`src/rtl/fir_mac_engine_if.sv`:
```
// Simple register bus between Axi4LiteSupporter and the FIR engine.
// The master side drives addresses, data and strobes; the slave answers reads combinationally.
interface fir_mac_engine_if #(
  parameter int ADDR_WIDTH = 6,
  parameter int DATA_WIDTH = 32
);
  logic [ADDR_WIDTH-1:0] wrAddr;
  logic [DATA_WIDTH-1:0] wrData;
  logic                  wr;
  logic [ADDR_WIDTH-1:0] rdAddr;
  logic [DATA_WIDTH-1:0] rdData;
  logic                  rd;

  modport master (output wrAddr, wrData, wr, rdAddr, rd, input rdData);
  modport slave  (input wrAddr, wrData, wr, rdAddr, rd, output rdData);
endinterface

```
`src/rtl/fir_mac_engine.sv`:
```
// Single-channel FIR engine: coefficient RAM, circular sample buffer and one MAC per cycle.
// Each accepted sample runs one full pass; the rounded result is held in a valid-flagged register.
module fir_mac_engine #(
  parameter int ADDR_WIDTH   = 6,
  parameter int DATA_WIDTH   = 32,
  parameter int NUM_TAPS     = 61,
  parameter int SAMPLE_WIDTH = 16,
  parameter int ACC_WIDTH    = 40,
  parameter int FRAC_BITS    = 15
) (
  input  logic                S_AXI_ACLK,
  input  logic                S_AXI_ARESET,
  fir_mac_engine_if.slave     bus,
  output logic                busy,
  output logic                irq,
  output logic [3:0]          marker
);

  localparam int PTR_W  = (NUM_TAPS > 1) ? $clog2(NUM_TAPS) : 1;
  localparam int PROD_W = 2 * SAMPLE_WIDTH;

  localparam logic [ADDR_WIDTH-1:0] A_COEF   = ADDR_WIDTH'(8'h00);
  localparam logic [ADDR_WIDTH-1:0] A_SAMPLE = ADDR_WIDTH'(8'h04);
  localparam logic [ADDR_WIDTH-1:0] A_RESULT = ADDR_WIDTH'(8'h08);
  localparam logic [ADDR_WIDTH-1:0] A_CTRL   = ADDR_WIDTH'(8'h0C);
  localparam logic [ADDR_WIDTH-1:0] A_STATUS = ADDR_WIDTH'(8'h10);

  localparam logic signed [ACC_WIDTH:0] RND_HALF = (ACC_WIDTH+1)'(1) << (FRAC_BITS-1);
  localparam logic signed [ACC_WIDTH:0] SAT_MAX  =
    (ACC_WIDTH+1)'((64'sd1 <<< (SAMPLE_WIDTH-1)) - 64'sd1);
  localparam logic signed [ACC_WIDTH:0] SAT_MIN  = ~SAT_MAX;

  typedef enum logic [1:0] {IDLE, ACCU, ROUND} state_e;

  logic signed [SAMPLE_WIDTH-1:0] coef_mem [NUM_TAPS];
  logic signed [SAMPLE_WIDTH-1:0] samp_mem [NUM_TAPS];

  state_e                         state_q, state_d;
  logic [PTR_W-1:0]               coef_ptr_q, coef_ptr_d;
  logic [PTR_W-1:0]               samp_ptr_q, samp_ptr_d;
  logic [PTR_W-1:0]               k_q, k_d;
  logic [PTR_W-1:0]               idx_q, idx_d;
  logic                           issue_done_q, issue_done_d;
  logic signed [PROD_W-1:0]       prod_q, prod_d;
  logic                           prod_vld_q, prod_vld_d;
  logic signed [ACC_WIDTH-1:0]    acc_q, acc_d;
  logic signed [SAMPLE_WIDTH-1:0] result_q, result_d;
  logic                           result_valid_q, result_valid_d;
  logic                           sat_en_q, sat_en_d;
  logic                           irq_en_q, irq_en_d;
  logic [3:0]                     marker_q, marker_d;
  logic                           overrun_q, overrun_d;
  logic                           coef_err_q, coef_err_d;
  logic [7:0]                     ovr_cnt_q, ovr_cnt_d;

  logic wr_coef, wr_samp, wr_ctrl, rd_result, idle, coef_we, samp_we;
  logic signed [ACC_WIDTH:0]      rnd_sum, rnd_sh;
  logic signed [SAMPLE_WIDTH-1:0] rnd_val;
  logic [DATA_WIDTH-1:0]          rd_data;
  logic                           unused_wdata;

  function automatic logic [PTR_W-1:0] ptr_inc(input logic [PTR_W-1:0] p);
    return (p == PTR_W'(NUM_TAPS-1)) ? '0 : p + PTR_W'(1);
  endfunction

  function automatic logic [PTR_W-1:0] ptr_dec(input logic [PTR_W-1:0] p);
    return (p == '0) ? PTR_W'(NUM_TAPS-1) : p - PTR_W'(1);
  endfunction

  assign idle      = (state_q == IDLE);
  assign wr_coef   = bus.wr && (bus.wrAddr == A_COEF);
  assign wr_samp   = bus.wr && (bus.wrAddr == A_SAMPLE);
  assign wr_ctrl   = bus.wr && (bus.wrAddr == A_CTRL);
  assign rd_result = bus.rd && (bus.rdAddr == A_RESULT);
  assign coef_we   = wr_coef && idle;
  assign samp_we   = wr_samp && idle;
  assign unused_wdata = ^bus.wrData;

  // Round half up, then either clamp or wrap to the sample width.
  always_comb begin
    rnd_sum = $signed({acc_q[ACC_WIDTH-1], acc_q}) + RND_HALF;
    rnd_sh  = rnd_sum >>> FRAC_BITS;
    rnd_val = rnd_sh[SAMPLE_WIDTH-1:0];
    if (sat_en_q) begin
      if (rnd_sh > SAT_MAX)      rnd_val = SAT_MAX[SAMPLE_WIDTH-1:0];
      else if (rnd_sh < SAT_MIN) rnd_val = SAT_MIN[SAMPLE_WIDTH-1:0];
    end
  end

  always_comb begin
    state_d        = state_q;
    coef_ptr_d     = coef_ptr_q;
    samp_ptr_d     = samp_ptr_q;
    k_d            = k_q;
    idx_d          = idx_q;
    issue_done_d   = issue_done_q;
    prod_d         = prod_q;
    prod_vld_d     = 1'b0;
    acc_d          = acc_q;
    result_d       = result_q;
    result_valid_d = result_valid_q;
    sat_en_d       = sat_en_q;
    irq_en_d       = irq_en_q;
    marker_d       = marker_q;
    overrun_d      = overrun_q;
    coef_err_d     = coef_err_q;
    ovr_cnt_d      = ovr_cnt_q;

    if (rd_result) result_valid_d = 1'b0;

    // Multiply is registered, so the pass drains one extra cycle before ROUND.
    case (state_q)
      IDLE: begin
        if (samp_we) begin
          idx_d        = samp_ptr_q;
          samp_ptr_d   = ptr_inc(samp_ptr_q);
          k_d          = '0;
          acc_d        = '0;
          issue_done_d = 1'b0;
          state_d      = ACCU;
        end
      end
      ACCU: begin
        if (!issue_done_q) begin
          prod_d     = PROD_W'(coef_mem[k_q]) * PROD_W'(samp_mem[idx_q]);
          prod_vld_d = 1'b1;
          k_d        = k_q + PTR_W'(1);
          idx_d      = ptr_dec(idx_q);
          if (k_q == PTR_W'(NUM_TAPS-1)) issue_done_d = 1'b1;
        end
        if (prod_vld_q) acc_d = acc_q + ACC_WIDTH'(prod_q);
        if (issue_done_q) state_d = ROUND;
      end
      ROUND: begin
        result_d       = rnd_val;
        result_valid_d = 1'b1;
        state_d        = IDLE;
      end
      default: state_d = IDLE;
    endcase

    if (coef_we) coef_ptr_d = ptr_inc(coef_ptr_q);
    if (wr_coef && !idle) coef_err_d = 1'b1;
    if (wr_samp && !idle) begin
      overrun_d = 1'b1;
      if (ovr_cnt_q != 8'hFF) ovr_cnt_d = ovr_cnt_q + 8'd1;
    end

    // Pointer clear leaves idx alone so an in-flight pass completes unchanged.
    if (wr_ctrl) begin
      sat_en_d = bus.wrData[0];
      irq_en_d = bus.wrData[3];
      marker_d = bus.wrData[7:4];
      if (bus.wrData[1]) begin
        coef_ptr_d = '0;
        samp_ptr_d = '0;
      end
      if (bus.wrData[2]) begin
        overrun_d  = 1'b0;
        coef_err_d = 1'b0;
        ovr_cnt_d  = '0;
      end
    end
  end

  always_ff @(posedge S_AXI_ACLK or posedge S_AXI_ARESET) begin
    if (S_AXI_ARESET) begin
      state_q        <= IDLE;
      coef_ptr_q     <= '0;
      samp_ptr_q     <= '0;
      k_q            <= '0;
      idx_q          <= '0;
      issue_done_q   <= 1'b0;
      prod_q         <= '0;
      prod_vld_q     <= 1'b0;
      acc_q          <= '0;
      result_q       <= '0;
      result_valid_q <= 1'b0;
      sat_en_q       <= 1'b1;
      irq_en_q       <= 1'b0;
      marker_q       <= '0;
      overrun_q      <= 1'b0;
      coef_err_q     <= 1'b0;
      ovr_cnt_q      <= '0;
    end else begin
      state_q        <= state_d;
      coef_ptr_q     <= coef_ptr_d;
      samp_ptr_q     <= samp_ptr_d;
      k_q            <= k_d;
      idx_q          <= idx_d;
      issue_done_q   <= issue_done_d;
      prod_q         <= prod_d;
      prod_vld_q     <= prod_vld_d;
      acc_q          <= acc_d;
      result_q       <= result_d;
      result_valid_q <= result_valid_d;
      sat_en_q       <= sat_en_d;
      irq_en_q       <= irq_en_d;
      marker_q       <= marker_d;
      overrun_q      <= overrun_d;
      coef_err_q     <= coef_err_d;
      ovr_cnt_q      <= ovr_cnt_d;
    end
  end

  always_ff @(posedge S_AXI_ACLK) begin
    if (coef_we) coef_mem[coef_ptr_q] <= bus.wrData[SAMPLE_WIDTH-1:0];
    if (samp_we) samp_mem[samp_ptr_q] <= bus.wrData[SAMPLE_WIDTH-1:0];
  end

  always_comb begin
    rd_data = '0;
    case (bus.rdAddr)
      A_RESULT: begin
        rd_data[DATA_WIDTH-2:0] = (DATA_WIDTH-1)'(result_q);
        rd_data[DATA_WIDTH-1]   = result_valid_q;
      end
      A_CTRL: begin
        rd_data[0]   = sat_en_q;
        rd_data[3]   = irq_en_q;
        rd_data[7:4] = marker_q;
      end
      A_STATUS: begin
        rd_data[DATA_WIDTH-1] = busy;
        rd_data[DATA_WIDTH-2] = overrun_q;
        rd_data[DATA_WIDTH-3] = coef_err_q;
        rd_data[15:8]         = ovr_cnt_q;
        rd_data[7:0]          = 8'(samp_ptr_q);
      end
      default: rd_data = '0;
    endcase
  end

  assign bus.rdData = rd_data;
  assign busy       = (state_q != IDLE);
  assign irq        = result_valid_q && irq_en_q;
  assign marker     = marker_q;

endmodule

```
`src/flat_wrapper.sv`:
```
// flat-port wrapper written by rule: the top's interface ports become plain ports
module fir_mac_engine_flat 
#(
  parameter int ADDR_WIDTH   = 6,
  parameter int DATA_WIDTH   = 32,
  parameter int NUM_TAPS     = 61,
  parameter int SAMPLE_WIDTH = 16,
  parameter int ACC_WIDTH    = 40,
  parameter int FRAC_BITS    = 15
)
  (S_AXI_ACLK, S_AXI_ARESET, busy, irq, marker, bus_wrAddr, bus_wrData, bus_wr, bus_rdAddr, bus_rd, bus_rdData);
  fir_mac_engine_if #(.ADDR_WIDTH(ADDR_WIDTH), .DATA_WIDTH(DATA_WIDTH)) bus_i ();
  input  logic S_AXI_ACLK;
  input  logic S_AXI_ARESET;
  output logic busy;
  output logic irq;
  output logic [3:0] marker;
  input wire logic [$bits(bus_i.wrAddr)-1:0] bus_wrAddr;
  input wire logic [$bits(bus_i.wrData)-1:0] bus_wrData;
  input wire logic [$bits(bus_i.wr)-1:0] bus_wr;
  input wire logic [$bits(bus_i.rdAddr)-1:0] bus_rdAddr;
  input wire logic [$bits(bus_i.rd)-1:0] bus_rd;
  output wire logic [$bits(bus_i.rdData)-1:0] bus_rdData;
  assign bus_i.wrAddr = bus_wrAddr;
  assign bus_i.wrData = bus_wrData;
  assign bus_i.wr = bus_wr;
  assign bus_i.rdAddr = bus_rdAddr;
  assign bus_i.rd = bus_rd;
  assign bus_rdData = bus_i.rdData;
  fir_mac_engine #(.ADDR_WIDTH(ADDR_WIDTH), .DATA_WIDTH(DATA_WIDTH), .NUM_TAPS(NUM_TAPS), .SAMPLE_WIDTH(SAMPLE_WIDTH), .ACC_WIDTH(ACC_WIDTH), .FRAC_BITS(FRAC_BITS)) u_core (.S_AXI_ACLK(S_AXI_ACLK), .S_AXI_ARESET(S_AXI_ARESET), .bus(bus_i), .busy(busy), .irq(irq), .marker(marker));
endmodule
```
`config.mk`:
```
export PLATFORM = sky130hd
export DESIGN_NAME = fir_mac_engine_flat
export DESIGN_NICKNAME = d
export VERILOG_FILES = /design/src/rtl/fir_mac_engine_if.sv /design/src/rtl/fir_mac_engine.sv /design/src/flat_wrapper.sv
export SDC_FILE = /design/constraint.sdc
export NUM_CORES = 2
export LEC_CHECK = 0
export ABC_AREA = 1
export CORE_MARGIN = 8
export CORE_UTILIZATION = 40
export DETAILED_ROUTE_END_ITERATION = 12
export DONT_BUFFER_PORTS = 1
export SETUP_SLACK_MARGIN = 0.3
export SLEW_MARGIN = 0
export SYNTH_ARGS = -nofsm -noshare
export SYNTH_HDL_FRONTEND = slang
export SYNTH_SLANG_ARGS = --single-unit
```
`constraint.sdc`:
```
create_clock -name S_AXI_ACLK -period 9.97 [get_ports S_AXI_ACLK]
set_input_delay 0.997 -clock S_AXI_ACLK [delete_from_list [all_inputs] [get_ports S_AXI_ACLK]]
set_output_delay 0.997 -clock S_AXI_ACLK [all_outputs]
set_load 0.01 [all_outputs]
```
# ---- After elaboration in Yosys (flattened, before gate mapping)
# Memories as Yosys holds them, arrays and structs flattened.
# Index checks and enable logic that the tools add are counted.
dict set report classes {
  add_sub_neg 7
  multipliers 1
  order_cmp 2
  eq_ne 15
  n_mux 53
  n_bitwise 1
  n_reduce_logical 21
}
# operator count
set op_table {}
lappend op_table {{$mux W6} 14}
lappend op_table {{$mux W40} 2}
lappend op_table {{$pmux W40 S2} 1}
lappend op_table {{$mux W16} 3}
lappend op_table {{$add A40 B16 Y41 const B} 1}
lappend op_table {{$add A40 B32 Y40} 1}
lappend op_table {{$mul A16 B16 Y32} 1}
lappend op_table {{$mux W8} 4}
lappend op_table {{$gt A26 B16 Y1 const B} 1}
lappend op_table {{$lt A26 B16 Y1 const B} 1}
lappend op_table {{$pmux W6 S2} 2}
lappend op_table {{$add A6 B1 Y6 const B} 3}
lappend op_table {{$eq A6 B4 Y1 const B} 3}
lappend op_table {{$eq A6 B6 Y1 const B} 3}
lappend op_table {{$mux W1} 17}
lappend op_table {{$pmux W8 S2} 1}
lappend op_table {{$pmux W5 S3} 1}
lappend op_table {{$mux W13} 1}
lappend op_table {{$logic_not A6 Y1} 2}
lappend op_table {{$logic_and A1 B1 Y1} 9}
lappend op_table {{$add A8 B1 Y8 const B} 1}
lappend op_table {{$ne A8 B8 Y1 const B} 1}
lappend op_table {{$pmux W2 S2} 2}
lappend op_table {{$eq A6 B3 Y1 const B} 1}
lappend op_table {{other kinds (16)} 24}
dict set report word_totals {
  register_bits 133
  ramBits 1952
  inputBits 48
  out_inout_bits 38
  elab_cells 119
  n_memories 2
}
# memory words word_bits read_ports rd_clocked_by_memory_dff write_ports line
set mem_list {}
lappend mem_list {u_core.coef_mem 61 16 1 0 1 fir_mac_engine.sv:35} ;# logic signed [SAMPLE_WIDTH-1:0] coef_mem [NUM_TAPS];
lappend mem_list {u_core.samp_mem 61 16 1 0 1 fir_mac_engine.sv:36} ;# logic signed [SAMPLE_WIDTH-1:0] samp_mem [NUM_TAPS];

# ---- Logic depth before layout (Yosys ltp)
dict set report depth {
  ltp_word 7
  depth_mapped 40
  mapped_depth_nobuf 36
}

# ---- Worst setup path before layout
# OpenSTA, ideal clock, no wires.
dict set report synth_path {
  path_type {register -> register}
  start {reg u_core.k_q[1]}
  end {reg u_core.prod_q[27]}
  setup_time_ns 0.118
  arrival_time_ns 6.656
  required_time_ns 9.852
  path_slack_ns 3.196
  path_stages_with_launch 36
  path_buffers 4
  period_less_slack_ns 6.774
  cell_sequence {dfrtp_1 -> buf_4 -> buf_6 -> buf_6 -> buf_2 -> nor2_1 -> o21ai_0 -> o211ai_1 -> nand3_1 -> nand3_1 -> nand2_1 -> nand2_1 -> nand3_2 -> nor2_1 -> inv_1 -> fa_1 -> inv_1 -> fa_1 -> fa_1 -> fa_1 -> fa_1 -> inv_1 -> fa_1 -> inv_1 -> ha_1 -> nand2_1 -> nor2_1 -> inv_1 -> nor3_1 -> nand4_1 -> nand3_1 -> nand2_1 -> nand2_1 -> nand2_1 -> nand3_1 -> nand2_1}
}
dict set report synth_between {
  elab_chain_len 2
}
# element line
set synth_rtl {}
lappend synth_rtl {{start, declared} fir_mac_engine.sv:41} ;# logic [PTR_W-1:0] k_q, k_d;
lappend synth_rtl {{start signal, assigned} fir_mac_engine.sv:189} ;# k_q <= k_d;
lappend synth_rtl {{$mem_v2 Z61 W16} --}
lappend synth_rtl {{$mul A16 B16 Y32} fir_mac_engine.sv:125} ;# prod_d = PROD_W'(coef_mem[k_q]) * PROD_W'(samp_mem[idx_q]);
lappend synth_rtl {{end signal, assigned} fir_mac_engine.sv:192} ;# prod_q <= prod_d;
lappend synth_rtl {{end, declared} fir_mac_engine.sv:44} ;# logic signed [PROD_W-1:0] prod_q, prod_d;
# Every way passes these cells.
# A chain may end at the register's enable or synchronous reset.

# ---- Worst setup path in the final report
dict set report layout_path {
  start {reg u_core.idx_q[0]}
  end {reg u_core.prod_q[26]}
}
dict set report layout_between {
  elab_chain_len 2
}
# element line
set layout_rtl {}
lappend layout_rtl {{start, declared} fir_mac_engine.sv:42} ;# logic [PTR_W-1:0] idx_q, idx_d;
lappend layout_rtl {{start signal, assigned} fir_mac_engine.sv:190} ;# idx_q <= idx_d;
lappend layout_rtl {{$mem_v2 Z61 W16} --}
lappend layout_rtl {{$mul A16 B16 Y32} fir_mac_engine.sv:125}
# Every way passes these cells.

==> results.md <==
- #FFs+latches synth: 2085
- Fill count: 21861
- Share of cells above drive strength 1: 7.72%
- Slowest stage delay, CP: 860 ps
- Startpoint types: flip-flop
- Setup slack after layout: 1110 ps
- Routability cong.: 0.879
- Synth area leader: edfxtp_1
- CTS sink count: 2085
- Starting density of the core: 40.2%
- Final Critical Period: 8860 ps
- Outcome: finished, final reports clean
- Remaining DRCs: 0
- TritonCTS clock tree: yes
- First DRT Iteration DRCs: 6990
- Vias: 65267
- Placed Area: 100000 um^2
- Hold WC Path Type: in2async
- Post-synth EDFFs: 1952
- Buffers on Ports: 0
- Flip-flop and latch area: 62000 um^2
- Async SR Flop Fraction: 6.38%
- CP bufs+invs: 5
- Slew headroom: 21.6%
- Cells after Synth: 8389
- Worst-path maximum fanout: 153
- Grt met2 use: 32.8%
- Final hold violations: 0
- Grt met1 use: 29.5%
- Clock buffer depth: 3
- Routed vias/inst: 5.56
- Post-DP HPWL: 166000 um
- RSZ-0062 raised after global routing: no
- Area share of the largest cell type after synthesis: 60.7%
- H-tree depth: 4
- Pin count of the biggest net entering global routing: 168
- Die Y: 507 um
- Synth cell types: 62
- Critical Path Sink Type: flip-flop
- Period utilization: 88.8%
- Gr busiest metal: met2
- Syn nets: 8831
- Yosys warning count: 0
- Critical path type: reg2reg
- Post-CTS Setup Inserts: 0
- Worst EP required: 10750 ps
- Num ports: 86
- Arrival time at the worst endpoint: 9640 ps
- Worst skew pair latency: 870 ps
- Area of the multi-input gates: 30100 um^2
- CTS clk-pin slew, worst paths: 60 ps
- Total Neg Setup Slack: 0 ps
- Core ar.: 240000 um^2
- Cts repair resizes: 0
- Met3 Resource Use GR: 3.39%
- Most used flip-flop cell after synthesis: edfxtp_1
- Final setup fails: 0
- Synth Cell Area: 96500 um^2
- Layout area overhead: 11.0%
- Max Cap Viol: 0
- Post-place setup slack: 1270 ps
- DRT Wirelength: 275000 um
- Avg WL per Cell: 23.5 um
- Antenna violations before repair: 5
- Seq/Total Area, Yosys: 64.2%
- GR Overflow Total: 0
- Rows: 180
- Clock root cell: clkbuf_16
- Cell with the largest stage delay on the worst path: dfrtp_4
- First-pass GRT wire length: 409000 um
- Post-layout instance area: 107000 um^2
- TritonRoute pass-1 iters: 7
- GRT Resource Usage Total: 20.8%
- # hold bufs at CTS: 0
- Avg Cell Area, Syn: 11.5 um^2
- Kind of cell adding the most delay to the critical path: adder cells
- Post-layout nets: 8807
- Clock Skew: 68.6 ps
- DRT antenna net count: 0
- Worst-Margin Slew: 1170 ps
- CTS Buf Count: 214
- Area contributors post-synth: edfxtp_1, nor2_1, o21ai_0
- Die span in x: 507 um
- Max frequency: 0.113 GHz
- Die area: 257000 um^2
- Number of global-route vias before repair: 62925
- Fin. max-slew vios: 0
stage by stage:
| stage | hold slack [ps] | util (%) | cells |
|---|---|---|---|
| floorplan | 446 | - | 8389 |
| global placement | 468 | 41.7 | 11334 |
| detailed placement | 472 | 41.7 | 11334 |
| CTS | 118 | 44.6 | 11731 |
| global route | 154 | 44.6 | 11733 |
| finish | 143 | 44.6 | 11744 |
cell type report:
| type | count | share of cell area [%] |
|---|---|---|
| inverters | 549 | 1.95 |
| well taps | 3185 | 3.72 |
| flip-flops and latches | 2085 | 57.8 |
| clock buffers | 277 | 5.28 |
| repair buffers | 221 | 1.90 |
| clock inverters | 120 | 1.22 |
| multi-input cells | 5294 | 28.1 |
| diodes | 13 | 0.0303 |
cells in the final DEF, fill, tap and decap left out, types with 9 or more instances in the layout:
| master | instances |
|---|---|
| a21oi_1 | 154 |
| a21oi_2 | 11 |
| a31oi_1 | 14 |
| buf_12 | 30 |
| buf_4 | 191 |
| bufinv_16 | 18 |
| clkbuf_1 | 58 |
| clkbuf_16 | 216 |
| clkinv_1 | 44 |
| clkinv_16 | 9 |
| clkinv_2 | 36 |
| clkinvlp_4 | 9 |
| dfrtp_1 | 125 |
| diode_2 | 13 |
| edfxtp_1 | 1952 |
| fa_1 | 263 |
| ha_1 | 131 |
| inv_1 | 519 |
| inv_2 | 22 |
| nand2_1 | 928 |
| nand2_2 | 21 |
| nand3_1 | 279 |
| nand4_1 | 69 |
| nor2_1 | 1570 |
| nor2_2 | 20 |
| nor2_4 | 9 |
| nor3_1 | 25 |
| o211ai_1 | 168 |
| o21ai_0 | 1099 |
| o21ai_1 | 35 |
| o221ai_1 | 69 |
| o22ai_1 | 286 |
| or2_2 | 19 |
| xnor2_1 | 20 |
| xor2_1 | 26 |
logic make-up after synthesis:
group | count (synthesis) | synth area share [%]
AND/OR/NAND/NOR | 2968 | 12.4
flip-flops | 2085 | 64.2
AO/OA/AOI/OAI | 1885 | 11.1
buffers and inverters | 1010 | 4.69
adder cells (fa/ha/maj) | 394 | 7.15
XOR/XNOR | 47 | 0.434
sequential cells by signal, indices dropped and copies added (netlist names), 4 cells and up:
signal,flops
u_core.samp_mem,976
u_core.result_q,16
u_core.samp_ptr_q,6
u_core.coef_ptr_q,6
u_core.ovr_cnt_q,8
u_core.acc_q,40
u_core.prod_q,32
u_core.coef_mem,976
u_core.k_q,6
u_core.idx_q,6
u_core.marker,4
path summary, 6_finish.rpt:
kind	depth (start not counted)	startpoint	endpoint	slack [ps]
min in group S_AXI_ACLK	0	bus_wrData[10]	u_core.coef_mem[35][10]	210
max in group asynchronous	2	S_AXI_ARESET	u_core.k_q[2]	8360
hold / removal	1	S_AXI_ARESET	u_core.marker[0]	140
setup reg to reg	29	u_core.idx_q[0]	u_core.prod_q[26]	1110
setup / recovery	29	u_core.idx_q[0]	u_core.prod_q[26]	1110
hold reg to reg	2	u_core.prod_q[3]	u_core.prod_q[3]	480
cell usage after synthesis (30+ instances only):
master	number
inv_1	524
ha_1	131
edfxtp_1	1952
nand4_1	69
o21ai_1	35
o211ai_1	168
nand2_1	928
nor3_1	30
o21ai_0	1099
dfrtp_1	132
buf_2	180
a21oi_1	154
clkbuf_1	155
o22ai_1	286
buf_4	79
nand3_1	279
o221ai_1	69
fa_1	263
nor2_1	1573
layer usage:
layer | share of wire [%] | vias up
met5 | 0 | -
met4 | 3.2 | 0
met3 | 7.6 | 414
met2 | 46 | 2432
met1 | 43 | 32893
li1 | - | 29528
Power is left out: the tool's default activity adds up to more than one toggle a clock period on the data nets, which glitch-free logic cannot reach.
